===== src/rtl/sub4_pkg.sv =====
// Shared constants and state type for the bit-serial 4-bit subtractor.
package sub4_pkg;

   localparam int W = 4;
   localparam logic [1:0] CNT_LAST = 2'd3;

   typedef enum logic [1:0] {
      S_IDLE  = 2'd0,
      S_SHIFT = 2'd1,
      S_DONE  = 2'd2
   } state_t;

endpackage


===== src/rtl/sub4bit_serial_fsub1.sv =====
// Single-bit full subtractor: the datapath cell used once per serial step.
module fsub1 (
   input  logic A,
   input  logic B,
   input  logic Bin,
   output logic D,
   output logic Bout
);

   assign D    = A ^ B ^ Bin;
   assign Bout = (~A & B) | (~A & Bin) | (B & Bin);

endmodule


===== src/rtl/sub4bit_serial.sv =====
// Bit-serial subtractor D = A - B - Bin, LSB first, with start/busy/done handshake.
// Optional overflow output V is built only when OVERFLOW_DETECT_EN is defined.
module sub4bit_serial
   import sub4_pkg::*;
#(
   parameter int WIDTH = W
) (
   input  logic             CLK,
   input  logic             RSTn,
   input  logic             Start,
   input  logic [WIDTH-1:0] A,
   input  logic [WIDTH-1:0] B,
   input  logic             Bin,
   output logic             Busy,
   output logic             Done,
   output logic [WIDTH-1:0] D,
   output logic             Bout
`ifdef OVERFLOW_DETECT_EN
   ,
   output logic             V
`endif
);

   state_t           state;
   state_t           state_nxt;
   logic             accept;
   logic [1:0]       cnt;
   logic [WIDTH-1:0] a_reg;
   logic [WIDTH-1:0] b_reg;
   logic [WIDTH-1:0] res;
   logic             br;
   logic             d_bit;
   logic             br_next;
   logic             last_step;

   fsub1 u_cell (
      .A    (a_reg[0]),
      .B    (b_reg[0]),
      .Bin  (br),
      .D    (d_bit),
      .Bout (br_next)
   );

   assign last_step = (state == S_SHIFT) && (cnt == CNT_LAST);

   always_ff @(posedge CLK or negedge RSTn) begin
      if (!RSTn) begin
         state <= S_IDLE;
      end else begin
         state <= state_nxt;
      end
   end

   // Start is only honoured in IDLE or DONE, so a DONE cycle can chain straight into SHIFT.
   always_comb begin
      state_nxt = state;
      accept    = 1'b0;
      Busy      = 1'b0;
      Done      = 1'b0;
      case (state)
         S_IDLE: begin
            if (Start) begin
               accept    = 1'b1;
               state_nxt = S_SHIFT;
            end
         end
         S_SHIFT: begin
            Busy = 1'b1;
            if (cnt == CNT_LAST) begin
               state_nxt = S_DONE;
            end
         end
         S_DONE: begin
            Done = 1'b1;
            if (Start) begin
               accept    = 1'b1;
               state_nxt = S_SHIFT;
            end else begin
               state_nxt = S_IDLE;
            end
         end
         default: begin
            state_nxt = S_IDLE;
         end
      endcase
   end

   // D and Bout are published only on the final step so they stay stable between operations.
   always_ff @(posedge CLK or negedge RSTn) begin
      if (!RSTn) begin
         cnt   <= 2'd0;
         a_reg <= '0;
         b_reg <= '0;
         res   <= '0;
         br    <= 1'b0;
         D     <= '0;
         Bout  <= 1'b0;
      end else if (accept) begin
         cnt   <= 2'd0;
         a_reg <= A;
         b_reg <= B;
         br    <= Bin;
      end else if (state == S_SHIFT) begin
         cnt   <= cnt + 2'd1;
         a_reg <= a_reg >> 1;
         b_reg <= b_reg >> 1;
         br    <= br_next;
         res   <= {d_bit, res[WIDTH-1:1]};
         if (last_step) begin
            D    <= {d_bit, res[WIDTH-1:1]};
            Bout <= br_next;
         end
      end
   end

`ifdef OVERFLOW_DETECT_EN
   // On the last step the operand LSBs are the sign bits and d_bit is the result sign.
   always_ff @(posedge CLK or negedge RSTn) begin
      if (!RSTn) begin
         V <= 1'b0;
      end else if (last_step) begin
         V <= (a_reg[0] ^ b_reg[0]) & (d_bit ^ a_reg[0]);
      end
   end
`endif

endmodule


===== config.mk =====
export PLATFORM = sky130hd
export DESIGN_NAME = sub4bit_serial
export DESIGN_NICKNAME = d
export VERILOG_FILES = /design/src/rtl/sub4_pkg.sv /design/src/rtl/sub4bit_serial_fsub1.sv /design/src/rtl/sub4bit_serial.sv
export SDC_FILE = /design/constraint.sdc
export NUM_CORES = 1
export LEC_CHECK = 0
export ABC_AREA = 1
export CAP_MARGIN = 30
export CORE_ASPECT_RATIO = 0.7
export CORE_UTILIZATION = 50
export DETAILED_ROUTE_END_ITERATION = 8
export GPL_ROUTABILITY_DRIVEN = 0
export MAX_ROUTING_LAYER = met4
export PLACE_DENSITY = 0.77
export SYNTH_ARGS = -nofsm -noshare
export SYNTH_HDL_FRONTEND = slang
export SYNTH_SLANG_ARGS = --single-unit

===== constraint.sdc =====
create_clock -name CLK -period 1.4 [get_ports CLK]
set_clock_uncertainty 0.05 [all_clocks]
set_input_delay 0.42 -clock CLK [delete_from_list [all_inputs] [get_ports CLK]]
set_output_delay 0.42 -clock CLK [all_outputs]
set_load 0.05 [all_outputs]

==> metrics.csv, run 1 <==
metric;value;unit
die_area;2250;µm²
clk_root_buffer_cell;sky130_fd_sc_hd__clkbuf_4;
place.detailed.hpwl;1.44;mm
cts.clk_slew.worst_paths;0.12;ns
layout_setup_ws;-0.125;ns
timing.final.setup_violations;2;
design.final.nets;160;
pwr_density_cell;2420;nW/µm²
h-tree-depth;1;
endpoint_kind;output pin;
wirelength;1.92;mm
crit_chain;nor2_8, buf_12;
hold_viol;0;
power;3.46;mW
cp-start-kind;flip-flop;
cts_hold_buf;0;
grt_max_degree;22;
rsz_0062_raised_after_global_routing;true;
critical_path_arrival;1.05;ns
post-place-cells;158;
grt_first_pass_wirelength;3.02;mm
synth_cell_types;19;
die_y;40.0;µm
cp_data_required_time;0.93;ns
globalRouteOverflowTotal;0;
final_util;75.1;%
period_minus_slack;1.52;ns
postSynthAreaPerCell;9.13;µm²
number_of_warnings_reported_in_the_yosys_synthesis_log;0;
grt.total_usage;19.4;%
ys_seq_area_share;50.9;%
outcome;complete, but fails checks;
detail_route.drc_violations;0;
antennaDiodeCount;0;
starting_density;54.2;%
power.static_leakage;0.734;nW
hold_path.class;input port to async pin;
tns;-0.238;ns
cell_area_after_synthesis;1030;µm²
finalNonFillerCells;167;
clock_tree_from_tritoncts;done;
period_share;109;%
postSynthCellCount;113;
mostFrequentLayoutCells;sky130_fd_sc_hd__nand2_1 (37), sky130_fd_sc_hd__dfrtp_1 (19), sky130_fd_sc_hd__inv_1 (13);
timing_max_transition_violations_final;0;
num-fill-cells;132;
cpPeakStageDelay;0.47;ns
family_with_the_most_delay_on_the_worst_path;flip-flops;
placementRows;13;
max_slew.worst_pin.slew;0.167;ns
detail_route.vias_per_cell;4.69;
irDropWorstVdd;2440;µV
antenna_violations_before_repair;0;
drv_cap;0;
timing.critical_path.buf_inv;1;
timing.critical_path.slowest_stage_cell;sky130_fd_sc_hd__dfrtp_2;
clock_sink_count;21;
most_common_library_cell_in_the_layout_ignoring_fill_and_taps;sky130_fd_sc_hd__nand2_1;
timing.max_slew.rel_slack;88.8;%
vias;783;
drtPass1Iterations;4;
synth_nets;127;
detailedRoute.firstIterationViolations;22;
clock_latency;0.30;ns
numPortBuffers;18;
routedWlPerCell;11.5;µm
critical_path_peak_fanout;2;
chipWidth;56.3;µm
clock_tree.buffer_depth;2;
setup.worst_path.class;flip-flop to output pin;
area_growth_from_synthesis_to_final_layout;38.5;%
first_global_vias;670;
floorplan.io_pins;19;
antenna_left;0;
final_layout_size_suffix_gt1_share;29.7;%
fmax;656;MHz
core;1900;µm²
synth_seq_cells;21;
violations;negative setup slack;
cts_buffer_count;3;
[repair_timing]
| action | 4_1_cts | 5_1_grt |
|---|---|---|
| setup endpoints to repair | 2 | 2 |
| cloned | 0 | 0 |
| endpoints found under the hold margin | 0 | 0 |
| gates resized for setup | 2 | 0 |
| pin swaps | 1 | 1 |
| buffers inserted | 5 | 0 |
[kinds of logic after synthesis]
group / after synthesis / synth area share (%)
simple gates: 63 / 32.6
flops: 21 / 50.9
fa+ha+maj: 2 / 3.15
buf+inv: 18 / 8.97
compound gates: 9 / 4.36
[cell type report]
cell class	instances	area, µm²	area share (%)
Sequential cell	21	528	36.9
Timing Repair Buffer	29	345	24.1
Multi-Input combinational cell	74	422	29.5
Inverter	17	81.3	5.69
Clock buffer	4	26.3	1.84
Tap cell	22	27.5	1.92
[per-stage QoR]
step	instance area, µm²	worst slack [ns]	hold slack, ns
floorplan	1040	0.0969	0.0744
global placement	1360	-0.146	0.405
detailed placement	1360	-0.197	0.416
CTS	1430	-0.150	0.392
global route	1430	-0.163	0.392
finish	1430	-0.125	0.388
[synthesized netlist by cell type (all sizes together)]
cell / n / area share [%]
clkinv: 1 / 1.6
dfrtp: 21 / 51
inv: 16 / 6.3
buf: 1 / 1.1
ha: 1 / 1.2
nor2: 4 / 3.3
fa: 1 / 1.9
nand3: 9 / 4.4
nand2: 50 / 25
a21oi: 1 / 0.48
o21ai: 8 / 3.9
[layer usage]
metal | vias to the layer above | share of wire, % | global-route usage (%)
met5 | - | 0 | -
met4 | 0 | 0.88 | 3.66
met3 | 2 | 4.4 | 6.77
met2 | 14 | 46 | 28.6
met1 | 356 | 49 | 26.4
li1 | 411 | - | -
[final timing paths]
kind / startpoint / slack [ns] / end / depth (start not counted)
hold / removal: RSTn / 0.39 / res[2] / 2
setup reg to reg: state[1] / 0.08 / b_reg[2] / 8
min in group CLK: res[1] / 0.43 / D[0] / 2
setup / recovery: state[1] / -0.12 / Busy / 2
max in group asynchronous: RSTn / 0.76 / state[0] / 2
hold reg to reg: res[1] / 0.43 / D[0] / 2
[where the power goes]
group          internal [mW]  leakage (nW)  switching [mW]
clock network          0.111        0.0150           0.179
registers              0.897         0.260           0.253
logic                  0.906         0.459            1.12
total                   1.91         0.734            1.55
Power figures use the tool's default switching activity.
==> run 2, diff against run 1 <==
--- a/config.mk
+++ b/config.mk
@@ -11,6 +11,7 @@
 export CORE_UTILIZATION = 50
 export DETAILED_ROUTE_END_ITERATION = 8
 export GPL_ROUTABILITY_DRIVEN = 0
+export GPL_TIMING_DRIVEN = 0
 export MAX_ROUTING_LAYER = met4
 export PLACE_DENSITY = 0.77
 export SYNTH_ARGS = -nofsm -noshare
==> run 2 against run 1 <==
Clock power grew 4%. Combinational power about the same. Global-route usage grew 1.1 points. The run still ends with negative setup slack left. Routed wire length grew 2.9%. Design area down 4.4%. Sequential power down 5%.
==> metrics.csv, run 2 (synthesis gave the netlist of run 1 again) <==
metric;value;unit;change
outcome;complete, but fails checks;;
violations;negative setup slack;;
final_util;71.9;%;-3.3 points
cts.clk_slew.worst_paths;0.12;ns;about the same
holdWs;0.171;ns;-0.217 ns
detailedRoute.firstIterationViolations;18;;-18%
timing_max_transition_violations_final;0;;unchanged
critical_path_arrival;1.10;ns;+0.05 ns
crit_chain;nor2_8, buf_8;;
core;1900;µm²;unchanged
cpPeakStageDelay;0.49;ns;+0.02 ns
power;3.40;mW;-2.0%
num-fill-cells;152;;+15%
clock_sink_count;21;;unchanged
detail_route.vias_per_cell;4.64;;-1.1%
pwr-share-comb;59.0;%;+0.6 points
floorplan.io_pins;19;;unchanged
switching_share;46.6;%;+1.9 points
die_y;40.0;µm;unchanged
mostFrequentLayoutCells;sky130_fd_sc_hd__nand2_1 (37), sky130_fd_sc_hd__dfrtp_1 (20), sky130_fd_sc_hd__inv_1 (13);;
final_layout_size_suffix_gt1_share;29.2;%;-0.49 points
timing.critical_path.slowest_stage_cell;sky130_fd_sc_hd__dfrtp_2;;
setup.worst_path.class;flip-flop to output pin;;
routedWlPerCell;11.9;µm;+3.5%
grt_max_degree;22;;unchanged
die_area;2250;µm²;unchanged
wirelength;1.98;mm;+2.9%
hold_path.class;input port to async pin;;
place.detailed.hpwl;1.27;mm;-12%
drtPass1Iterations;4;;unchanged
tns;-0.323;ns;-0.0849 ns
power.static_leakage;0.723;nW;-1.5%
antenna_left;0;;unchanged
detail_route.drc_violations;0;;unchanged
vias;770;;-1.7%
placementRows;13;;unchanged
clock_tree.buffer_depth;2;;unchanged
first_global_vias;641;;-4.3%
globalRouteOverflowTotal;0;;unchanged
chipWidth;56.3;µm;unchanged
h-tree-depth;1;;unchanged
hold_viol;0;;unchanged
numPortBuffers;18;;unchanged
footprint_of_the_multi_input_gates;427;µm²;+1.2%
layout_setup_ws;-0.167;ns;-0.0428 ns
antennaDiodeCount;0;;unchanged
worst_r2r_startpoint;state[0];;
cts_buffer_count;3;;unchanged
period_minus_slack;1.57;ns;+0.0428 ns
pre_cts_ws;-0.565;ns;-0.368 ns
fmax;638;MHz;-2.7%
clk_root_buffer_cell;sky130_fd_sc_hd__clkbuf_4;;
antenna_violations_before_repair;0;;unchanged
clkPwrFrac;8.9;%;+0.5 points
critical_path_peak_fanout;2;;unchanged
internal_power;1.81;mW;-5.3%
timing.critical_path.buf_inv;1;;unchanged
drv_cap;0;;unchanged
rsz_0062_raised_after_global_routing;true;;
max_slew.worst_pin.slew;0.939;ns;+0.772 ns
timing.final.setup_violations;2;;unchanged
seq_power_share;32.1;%;-1.1 points
worst_setup_path_startpoint;state[1];;
cp-start-kind;flip-flop;;
grt_first_pass_wirelength;3.06;mm;+1.4%
area_growth_from_synthesis_to_final_layout;32.5;%;
endpoint_kind;output pin;;
most_common_library_cell_in_the_layout_ignoring_fill_and_taps;sky130_fd_sc_hd__nand2_1;;
starting_density;54.2;%;unchanged
clock_latency;0.32;ns;+0.02 ns
clock_tree_from_tritoncts;done;;
grt.total_usage;20.5;%;+1.1 points
irDropWorstVdd;1870;µV;-23%
total_switching_power;1.58;mW;+2.1%
seqCellArea;527;µm²;-0.24%
timing.max_slew.rel_slack;37.3;%;-51 points
family_with_the_most_delay_on_the_worst_path;flip-flops;;
cp_data_required_time;0.93;ns;about the same
period_share;112;%;+3.1 points
design.final.nets;159;;-0.63%
pwr_density_cell;2480;nW/µm²;+2.5%
==> run 2: power by group through the flow <==
stage          Clock (mW)  Combinational (mW)  Sequential [mW]
6_report            0.302                2.00             1.09
5_1_grt             0.337                2.18             1.12
4_1_cts             0.298                1.90             1.08
3_5_place_dp            0                1.72             1.09
3_3_place_gp            0                1.69             1.08
2_1_floorplan           0                1.10             1.28
==> run 2: repair_timing <==
item / in CTS / in global routing
hold buffers: 0 / 0
setup buffers: 6 / 3
cloned: 0 / 0
endpoints found under the setup margin: 7 / 10
resized for setup: 48 / 9
pin swaps: 1 / 2
==> run 2: final timing paths <==
kind	slack (ns)	cells past startpoint	endpoint
setup / recovery	-0.17	2	Busy
hold / removal	0.17	1	res[3]
setup reg to reg	0.08	7	b_reg[2]
hold reg to reg	0.44	2	b_reg[2]
max in group asynchronous	0.50	1	state[1]
min in group CLK	0.44	2	b_reg[2]
==> run 2: per-layer routing <==
layer  GRT usage (%)  part of all wire [%]  vias to the layer above  wire length [µm]
li1                -                     -                      405                 -
met1            27.0                    49                      350               972
met2            29.2                    44                       11               879
met3            6.77                   4.4                        4                87
met4            9.15                   1.9                        0                38
met5               -                     0                        -                 0
==> run 2: layout make-up <==
type                            instances  area share, %
Sequential cell                        21           38.5
Buffer                                  1          0.823
Clock inverter                          1          0.366
Timing Repair Buffer                   27           18.9
Tap cell                               22           2.01
Clock buffer                            3           1.65
Multi-Input combinational cell         74           31.2
Inverter                               17           6.50
==> run 2: stage by stage <==
| stage | area, µm² | instances |
|---|---|---|
| 2_1_floorplan | 1040 | 113 |
| 3_3_place_gp | 1250 | 153 |
| 3_5_place_dp | 1250 | 153 |
| 4_1_cts | 1320 | 163 |
| 5_1_grt | 1370 | 166 |
| 6_report | 1370 | 166 |
